### config.mk
export PLATFORM = sky130hd
export DESIGN_NAME = branch_predictor_flat
export DESIGN_NICKNAME = d
export VERILOG_FILES = /design/src/rtl/branch_predictor_if.sv /design/src/rtl/branch_predictor.sv /design/src/flat_wrapper.sv
export SDC_FILE = /design/constraint.sdc
export NUM_CORES = 2
export LEC_CHECK = 0
export BUFFER_PORTS_ARGS = -buffer_cell sky130_fd_sc_hd__buf_2
export CORE_MARGIN = 2
export CORE_UTILIZATION = 40
export DETAILED_ROUTE_END_ITERATION = 8
export PLACE_DENSITY_LB_ADDON = 0.05
export SYNTH_ARGS = -nofsm -noshare
export SYNTH_HDL_FRONTEND = slang
export SYNTH_SLANG_ARGS = --single-unit
### constraint.sdc
create_clock -name clk -period 53.2 [get_ports clk]
set_input_delay 5.32 -clock clk [delete_from_list [all_inputs] [get_ports clk]]
set_output_delay 5.32 -clock clk [all_outputs]
set_load 0.02 [all_outputs]
### src/rtl/branch_predictor_if.sv
// -----------------------------------------------------------------------------
// branch_predictor_if
// Bundles the fetch-side prediction and execute-side resolution signals that
// pass between the core pipeline and the branch predictor.
//   master : core side (drives PCF and the execute-stage resolution inputs)
//   slave  : predictor side (drives prediction, resolve status, redirect PC)
// Optional macro BP_PERF_COUNTERS_EN adds branchCount / mispredictCount.
// -----------------------------------------------------------------------------
interface branch_predictor_if #(
  parameter int ADDR_WIDTH = 32
);
  logic [ADDR_WIDTH-1:0] PCF;
  logic                  predictTakenF;
  logic [ADDR_WIDTH-1:0] predictTargetF;
  logic                  btbHitF;
  logic                  resolveE;
  logic [ADDR_WIDTH-1:0] PCE;
  logic                  takenE;
  logic [ADDR_WIDTH-1:0] targetE;
  logic                  predictedTakenE;
  logic [ADDR_WIDTH-1:0] predictedTargetE;
  logic                  branch;
  logic                  branchResolved;
  logic [ADDR_WIDTH-1:0] correctPCE;
`ifdef BP_PERF_COUNTERS_EN
  logic [31:0]           branchCount;
  logic [31:0]           mispredictCount;

  modport master (
    output PCF, resolveE, PCE, takenE, targetE, predictedTakenE, predictedTargetE,
    input  predictTakenF, predictTargetF, btbHitF, branch, branchResolved, correctPCE,
    input  branchCount, mispredictCount
  );
  modport slave (
    input  PCF, resolveE, PCE, takenE, targetE, predictedTakenE, predictedTargetE,
    output predictTakenF, predictTargetF, btbHitF, branch, branchResolved, correctPCE,
    output branchCount, mispredictCount
  );
`else
  modport master (
    output PCF, resolveE, PCE, takenE, targetE, predictedTakenE, predictedTargetE,
    input  predictTakenF, predictTargetF, btbHitF, branch, branchResolved, correctPCE
  );
  modport slave (
    input  PCF, resolveE, PCE, takenE, targetE, predictedTakenE, predictedTargetE,
    output predictTakenF, predictTargetF, btbHitF, branch, branchResolved, correctPCE
  );
`endif
endinterface

### src/rtl/branch_predictor.sv
// -----------------------------------------------------------------------------
// branch_predictor
// Direct-mapped 2-bit saturating counter table plus BTB for the RV32I front
// end. Prediction is combinational from PCF; resolution in execute is
// combinational and the table update happens on the edge ending a resolveE
// cycle (no bypass to a same-cycle fetch).
// Ports:
//   clk  - core clock, rising edge
//   rst  - asynchronous active-high reset; clears all tables immediately
//   bp   - branch_predictor_if.slave: PCF in / predictTakenF, predictTargetF,
//          btbHitF out; resolveE, PCE, takenE, targetE, predictedTakenE,
//          predictedTargetE in / branch, branchResolved, correctPCE out
// Optional macro BP_PERF_COUNTERS_EN: adds saturating 32-bit branchCount and
// mispredictCount on the interface.
// -----------------------------------------------------------------------------
module branch_predictor #(
  parameter int ENTRIES    = 16,
  parameter int ADDR_WIDTH = 32
) (
  input logic               clk,
  input logic               rst,
  branch_predictor_if.slave bp
);
  localparam int IDX   = $clog2(ENTRIES);
  localparam int TAG_W = ADDR_WIDTH - IDX - 2;

  // Counter encoding: 00 strong NT, 01 weak NT, 10 weak T, 11 strong T.
  logic [1:0]            r_ctr    [ENTRIES];
  logic                  r_valid  [ENTRIES];
  logic [TAG_W-1:0]      r_tag    [ENTRIES];
  logic [ADDR_WIDTH-1:0] r_target [ENTRIES];

  logic [IDX-1:0]   w_idxF, w_idxE;
  logic [TAG_W-1:0] w_tagF, w_tagE;
  logic             w_hitF, w_hitE, w_mispredict;
  logic             w_unused;

  function automatic logic [1:0] sat_inc(input logic [1:0] c);
    return (c == 2'b11) ? 2'b11 : c + 2'b01;
  endfunction

  function automatic logic [1:0] sat_dec(input logic [1:0] c);
    return (c == 2'b00) ? 2'b00 : c - 2'b01;
  endfunction

  assign w_idxF = bp.PCF[IDX+1:2];
  assign w_tagF = bp.PCF[ADDR_WIDTH-1:IDX+2];
  assign w_idxE = bp.PCE[IDX+1:2];
  assign w_tagE = bp.PCE[ADDR_WIDTH-1:IDX+2];
  // Instruction-alignment bits carry no index/tag information.
  assign w_unused = ^{bp.PCF[1:0], bp.PCE[1:0]};

  // Fetch-side lookup
  assign w_hitF            = r_valid[w_idxF] && (r_tag[w_idxF] == w_tagF);
  assign bp.btbHitF        = w_hitF;
  assign bp.predictTakenF  = w_hitF && r_ctr[w_idxF][1];
  assign bp.predictTargetF = w_hitF ? r_target[w_idxF] : '0;

  // Execute-side resolution; a correctly predicted not-taken branch ignores
  // the carried target since nothing was redirected.
  assign w_mispredict = bp.resolveE &&
                        ((bp.predictedTakenE != bp.takenE) ||
                         (bp.takenE && bp.predictedTakenE &&
                          (bp.predictedTargetE != bp.targetE)));
  assign bp.branch         = bp.resolveE;
  assign bp.branchResolved = !w_mispredict;
  assign bp.correctPCE     = bp.takenE ? bp.targetE : bp.PCE + ADDR_WIDTH'(4);

  // An invalid entry counts as a miss, so a first taken branch installs at 10.
  assign w_hitE = r_valid[w_idxE] && (r_tag[w_idxE] == w_tagE);

  always_ff @(posedge clk or posedge rst) begin
    if (rst) begin
      for (int i = 0; i < ENTRIES; i++) begin
        r_ctr[i]    <= 2'b01;
        r_valid[i]  <= 1'b0;
        r_tag[i]    <= '0;
        r_target[i] <= '0;
      end
    end else if (bp.resolveE) begin
      if (bp.takenE) begin
        r_ctr[w_idxE]    <= w_hitE ? sat_inc(r_ctr[w_idxE]) : 2'b10;
        r_valid[w_idxE]  <= 1'b1;
        r_tag[w_idxE]    <= w_tagE;
        r_target[w_idxE] <= bp.targetE;
      end else begin
        r_ctr[w_idxE]    <= sat_dec(r_ctr[w_idxE]);
      end
    end
  end

`ifdef BP_PERF_COUNTERS_EN
  logic [31:0] r_branchCount, r_mispredictCount;

  always_ff @(posedge clk or posedge rst) begin
    if (rst) begin
      r_branchCount     <= '0;
      r_mispredictCount <= '0;
    end else begin
      if (bp.resolveE && (r_branchCount != 32'hFFFF_FFFF))
        r_branchCount <= r_branchCount + 32'd1;
      if (w_mispredict && (r_mispredictCount != 32'hFFFF_FFFF))
        r_mispredictCount <= r_mispredictCount + 32'd1;
    end
  end

  assign bp.branchCount     = r_branchCount;
  assign bp.mispredictCount = r_mispredictCount;
`endif

endmodule

### src/flat_wrapper.sv
// flat-port wrapper written by rule: the top's interface ports become plain ports
module branch_predictor_flat 
#(
  parameter int ENTRIES    = 16,
  parameter int ADDR_WIDTH = 32
)
  (clk, rst, bp_PCF, bp_resolveE, bp_PCE, bp_takenE, bp_targetE, bp_predictedTakenE, bp_predictedTargetE, bp_predictTakenF, bp_predictTargetF, bp_btbHitF, bp_branch, bp_branchResolved, bp_correctPCE);
  branch_predictor_if #(.ADDR_WIDTH(ADDR_WIDTH)) bp_i ();
  input logic clk;
  input logic rst;
  input wire logic [$bits(bp_i.PCF)-1:0] bp_PCF;
  input wire logic [$bits(bp_i.resolveE)-1:0] bp_resolveE;
  input wire logic [$bits(bp_i.PCE)-1:0] bp_PCE;
  input wire logic [$bits(bp_i.takenE)-1:0] bp_takenE;
  input wire logic [$bits(bp_i.targetE)-1:0] bp_targetE;
  input wire logic [$bits(bp_i.predictedTakenE)-1:0] bp_predictedTakenE;
  input wire logic [$bits(bp_i.predictedTargetE)-1:0] bp_predictedTargetE;
  output wire logic [$bits(bp_i.predictTakenF)-1:0] bp_predictTakenF;
  output wire logic [$bits(bp_i.predictTargetF)-1:0] bp_predictTargetF;
  output wire logic [$bits(bp_i.btbHitF)-1:0] bp_btbHitF;
  output wire logic [$bits(bp_i.branch)-1:0] bp_branch;
  output wire logic [$bits(bp_i.branchResolved)-1:0] bp_branchResolved;
  output wire logic [$bits(bp_i.correctPCE)-1:0] bp_correctPCE;
  assign bp_i.PCF = bp_PCF;
  assign bp_i.resolveE = bp_resolveE;
  assign bp_i.PCE = bp_PCE;
  assign bp_i.takenE = bp_takenE;
  assign bp_i.targetE = bp_targetE;
  assign bp_i.predictedTakenE = bp_predictedTakenE;
  assign bp_i.predictedTargetE = bp_predictedTargetE;
  assign bp_predictTakenF = bp_i.predictTakenF;
  assign bp_predictTargetF = bp_i.predictTargetF;
  assign bp_btbHitF = bp_i.btbHitF;
  assign bp_branch = bp_i.branch;
  assign bp_branchResolved = bp_i.branchResolved;
  assign bp_correctPCE = bp_i.correctPCE;
  branch_predictor #(.ENTRIES(ENTRIES), .ADDR_WIDTH(ADDR_WIDTH)) u_core (.clk(clk), .rst(rst), .bp(bp_i));
endmodule
==> summary.md <==
| Metric | Value |
|---|---|
| Status | `finished, final reports clean` |
| CP Capture Type | `output port` |
| Final setup fails | `0` |
| Pre-antenna DRT Iters | `7` |
| Avg WL per Cell | `31.25 um` |
| Share of the synthesized area in the top cell type | `48.38%` |
| Die X | `356.3 um` |
| Detail Placement HPWL | `95.97 mm` |
| Critical-path cell list | `buf_8, buf_4, buf_4, mux4_2, mux4_2, xnor2_1, nand3_1, nor3_1, nand4_1, buf_4, nor2b_1, buf_2` |
| Hold-fix buffers, CTS | `0` |
| Hold Path Sink | `u_core.r_target[260]` |
| TritonCTS buffer count | `between 100 and 150` |
| CP max stage delay | `0.83 ns` |
| Maxcap violations | `0` |
| Final TNS setup | `0 ns` |
| Bufs on Longest Clock Path | `3` |
| R2R Path End | `u_core.r_ctr[2]` |
| Port Buffers | `roughly 200` |
| Area Growth Syn to Fin | `12.33%` |
| Cell mode on critical path | `buf_4` |
| # fillers | `10.86k` |
| Reg2reg start | `u_core.r_tag[230]` |
| Vias in the first global route | `approximately 32k` |
| Full die area | `127000 um^2` |
| Critical path's slowest cell | `buf_4` |
| ANT nets after route | `0` |
| Synthesis Warnings | `0` |
| Slew @ Worst Pin | `1.206 ns` |
| RD Place Congestion | `0.8369` |
| Root Buffer | `clkbuf_16` |
| Number of antenna violations at the first check in global routing | `14` |
| Core footprint | `123500 um^2` |
| Overflow after GRT | `0` |
| Worst EP arrival | `10.63 ns` |
| Share of cells above drive strength 1 | `54.87%` |
| Cells after Synth | `around 3.3k` |
| Setup ws final | `37.25 ns` |
| Post-Syn Area | `roughly 50000 um^2` |
| RSZ-0062 raised after global routing | `false` |
| PostCTS Resize Cnt | `0` |
| Postcts setup bufs | `0` |
| FF+latch count, synth | `976` |
| Commonest non-fill, non-tap cell in the layout | `dfrtp_1` |
| Register clock-pin slew on the reported worst setup and hold paths | `0.06 ns` |
| GRT Total Usage | `between 20% and 30%` |
| Crit Path Class | `input pin to output port` |
| Die H | `356.3 um` |
| Final min period | `between 15 and 20 ns` |
| FF-to-FF setup slack | `48.69 ns` |
| Clock Skews | `approximately 0.027 ns` |
| Hold depth | `1` |
| Effective utilization at floorplan | `between 40% and 50%` |
| Most frequent cells in the layout | `dfrtp_1 (960), mux2_2 (950), mux4_2 (397)` |
| Pre-CTS setup slack | `37.08 ns` |
| DR vias | `between 30k and 40k` |
| Largest net degree at the start of global routing | `121` |
| Top delay family on crit path | `buffers and inverters` |
| Final slew viol count | `0` |
| Ys async rst share | `100.0%` |
| Fmax | `approximately 63 MHz` |
| Synthesized Nets | `around 3.4k` |
| Clk Latency, worst-skew pair | `0.71 ns` |
| Post-route cell area | `55780 um^2` |
| Post-synth cell types | `between 60 and 70` |
| I/O pin cnt | `201` |
| Core Rows | `129` |
| Lkg Pwr | `23.79 nW` |
| Worst Path Required | `47.88 ns` |
| Worst-case reg-to-reg path depth | `8` |
| Number of DRC markers in iteration 0 | `2167` |
| Top_reg_cell synth | `dfrtp_1` |
| Global-route wire length before repair | `232.2 mm` |
| CP Max Fanout | `a little under 70` |
| Post-route DRC | `0` |
| CTS tree | `yes` |
| Number of synthesized flops with an enable pin | `0` |
| Hold Startpoint | `u_core.r_target[260]` |
| CP bufs+invs | `5` |
| Worst hold path type | `register to register` |
| Power per Cell Area | `39.34 nW/um^2` |
| Crit start category | `input pin` |
| Cell Area, Placed | `51930 um^2` |
| Register area share after synthesis | `slightly below 50%` |
| Vias per std cell | `around 6` |
| Synth area leader | `dfrtp_1` |
| Final WL | `around 160 mm` |
| Synth top area cells | `dfrtp_1 (48%), mux2_2 (22%), mux4_2 (18%)` |
| Mean Syn Cell Area | `15.18 um^2` |
| Final hold vios | `0` |
| CTS Sinks | `976` |
| Worst vdd ir | `0.02640 mV` |
| H-tree depth | `3` |
| Final worst path period share | `29.98%` |
| Slew HR | `a little under 20%` |
| Fin nets | `3450` |
[where the power goes]
group	internal (mW)	switching, mW
Sequential	0.891	0.0888
Clock	0.473	0.316
Combinational	0.248	0.177
Total	1.61	0.582
[registers in the layout, summed over array words and instances, names as in the netlist]
register	cells
u_core.r_target	512
u_core.r_tag	416
u_core.r_valid	16
u_core.r_ctr	32
[cell type report]
class | count | area [um^2] | share of cell area [%]
antenna | 5 | 12.51 | 0.02243
clock buffer | 176 | 3456 | 6.196
clock inverter | 32 | 366.6 | 0.6573
inverter | 14 | 60.06 | 0.1077
multi-input combinational | 1936 | 23800 | 42.67
sequential | 976 | 24440 | 43.82
tap | 1637 | 2048 | 3.672
timing repair buffer | 272 | 1592 | 2.853
[metal layers]
layer	vias to the layer above	track usage [%]	part of all wire, %
li1	12374	-	-
met1	16756	36.42	45
met2	836	39.86	47
met3	243	3.381	5.0
met4	6	6.979	2.7
met5	-	0	0.025
[synthesized netlist by cell type, drive strengths merged, types with 3 or more instances]
| cell type | count |
|---|---|
| dfrtp | 960 |
| xor2 | 31 |
| o21ai | 51 |
| nor2 | 45 |
| nand2b | 5 |
| dfstp | 16 |
| a22o | 11 |
| a21oi | 24 |
| buf | 97 |
| nor4 | 8 |
| nand4 | 19 |
| o211ai | 3 |
| o2111ai | 3 |
| o22ai | 8 |
| and3 | 7 |
| mux2 | 950 |
| nand3 | 32 |
| nor3 | 10 |
| a221oi | 8 |
| xnor2 | 80 |
| mux2i | 46 |
| a211oi | 4 |
| ha | 5 |
| nor2b | 39 |
| or3 | 3 |
| mux4 | 400 |
| inv | 12 |
| and2 | 3 |
| clkbuf | 249 |
| or2 | 20 |
| nand2 | 73 |
| a31oi | 21 |
[per-stage QoR]
stage | cells | hold WS, ns | utilization, % | power (mW)
2_1_floorplan | 3272 | 0.4490 | - | 1.293
3_3_place_gp | 4835 | 0.4688 | 42.06 | 1.391
3_5_place_dp | 4835 | 0.4847 | 42.06 | 1.419
4_1_cts | 5043 | 0.4978 | 45.15 | 2.220
5_1_grt | 5043 | 0.5098 | 45.16 | 2.298
6_report | 5048 | 0.5014 | 45.17 | 2.194
[cell families (layout without fill, tap and decap cells)]
| logic type | after synthesis | in the layout | share of synthesized area [%] |
|---|---|---|---|
| other | 0 | 5 | 0 |
| adders and majority gates | 5 | 5 | 0.1260 |
| xor gates and xnor gates | 111 | 111 | 1.958 |
| AOI/OAI and AO/OA | 154 | 154 | 2.235 |
| and+or+nand+nor | 270 | 270 | 2.721 |
| buffers and inverters | 360 | 494 | 3.097 |
| DFF | 976 | 976 | 49.23 |
| muxes | 1396 | 1396 | 40.64 |
[worst max path at each step]
stage	cells after the start	slack (ns)	startpoint	to
2_1_floorplan	1	20.45	rst	u_core.r_ctr[11]
3_3_place_gp	12	37.07	bp_PCF[2]	bp_predictTargetF[27]
3_5_place_dp	12	37.08	bp_PCF[2]	bp_predictTargetF[27]
4_1_cts	12	37.08	bp_PCF[2]	bp_predictTargetF[27]
5_1_grt	12	36.81	bp_PCF[2]	bp_predictTargetF[27]
6_report	12	37.25	bp_PCF[2]	bp_predictTargetF[17]
Power figures use the tool's default switching activity.
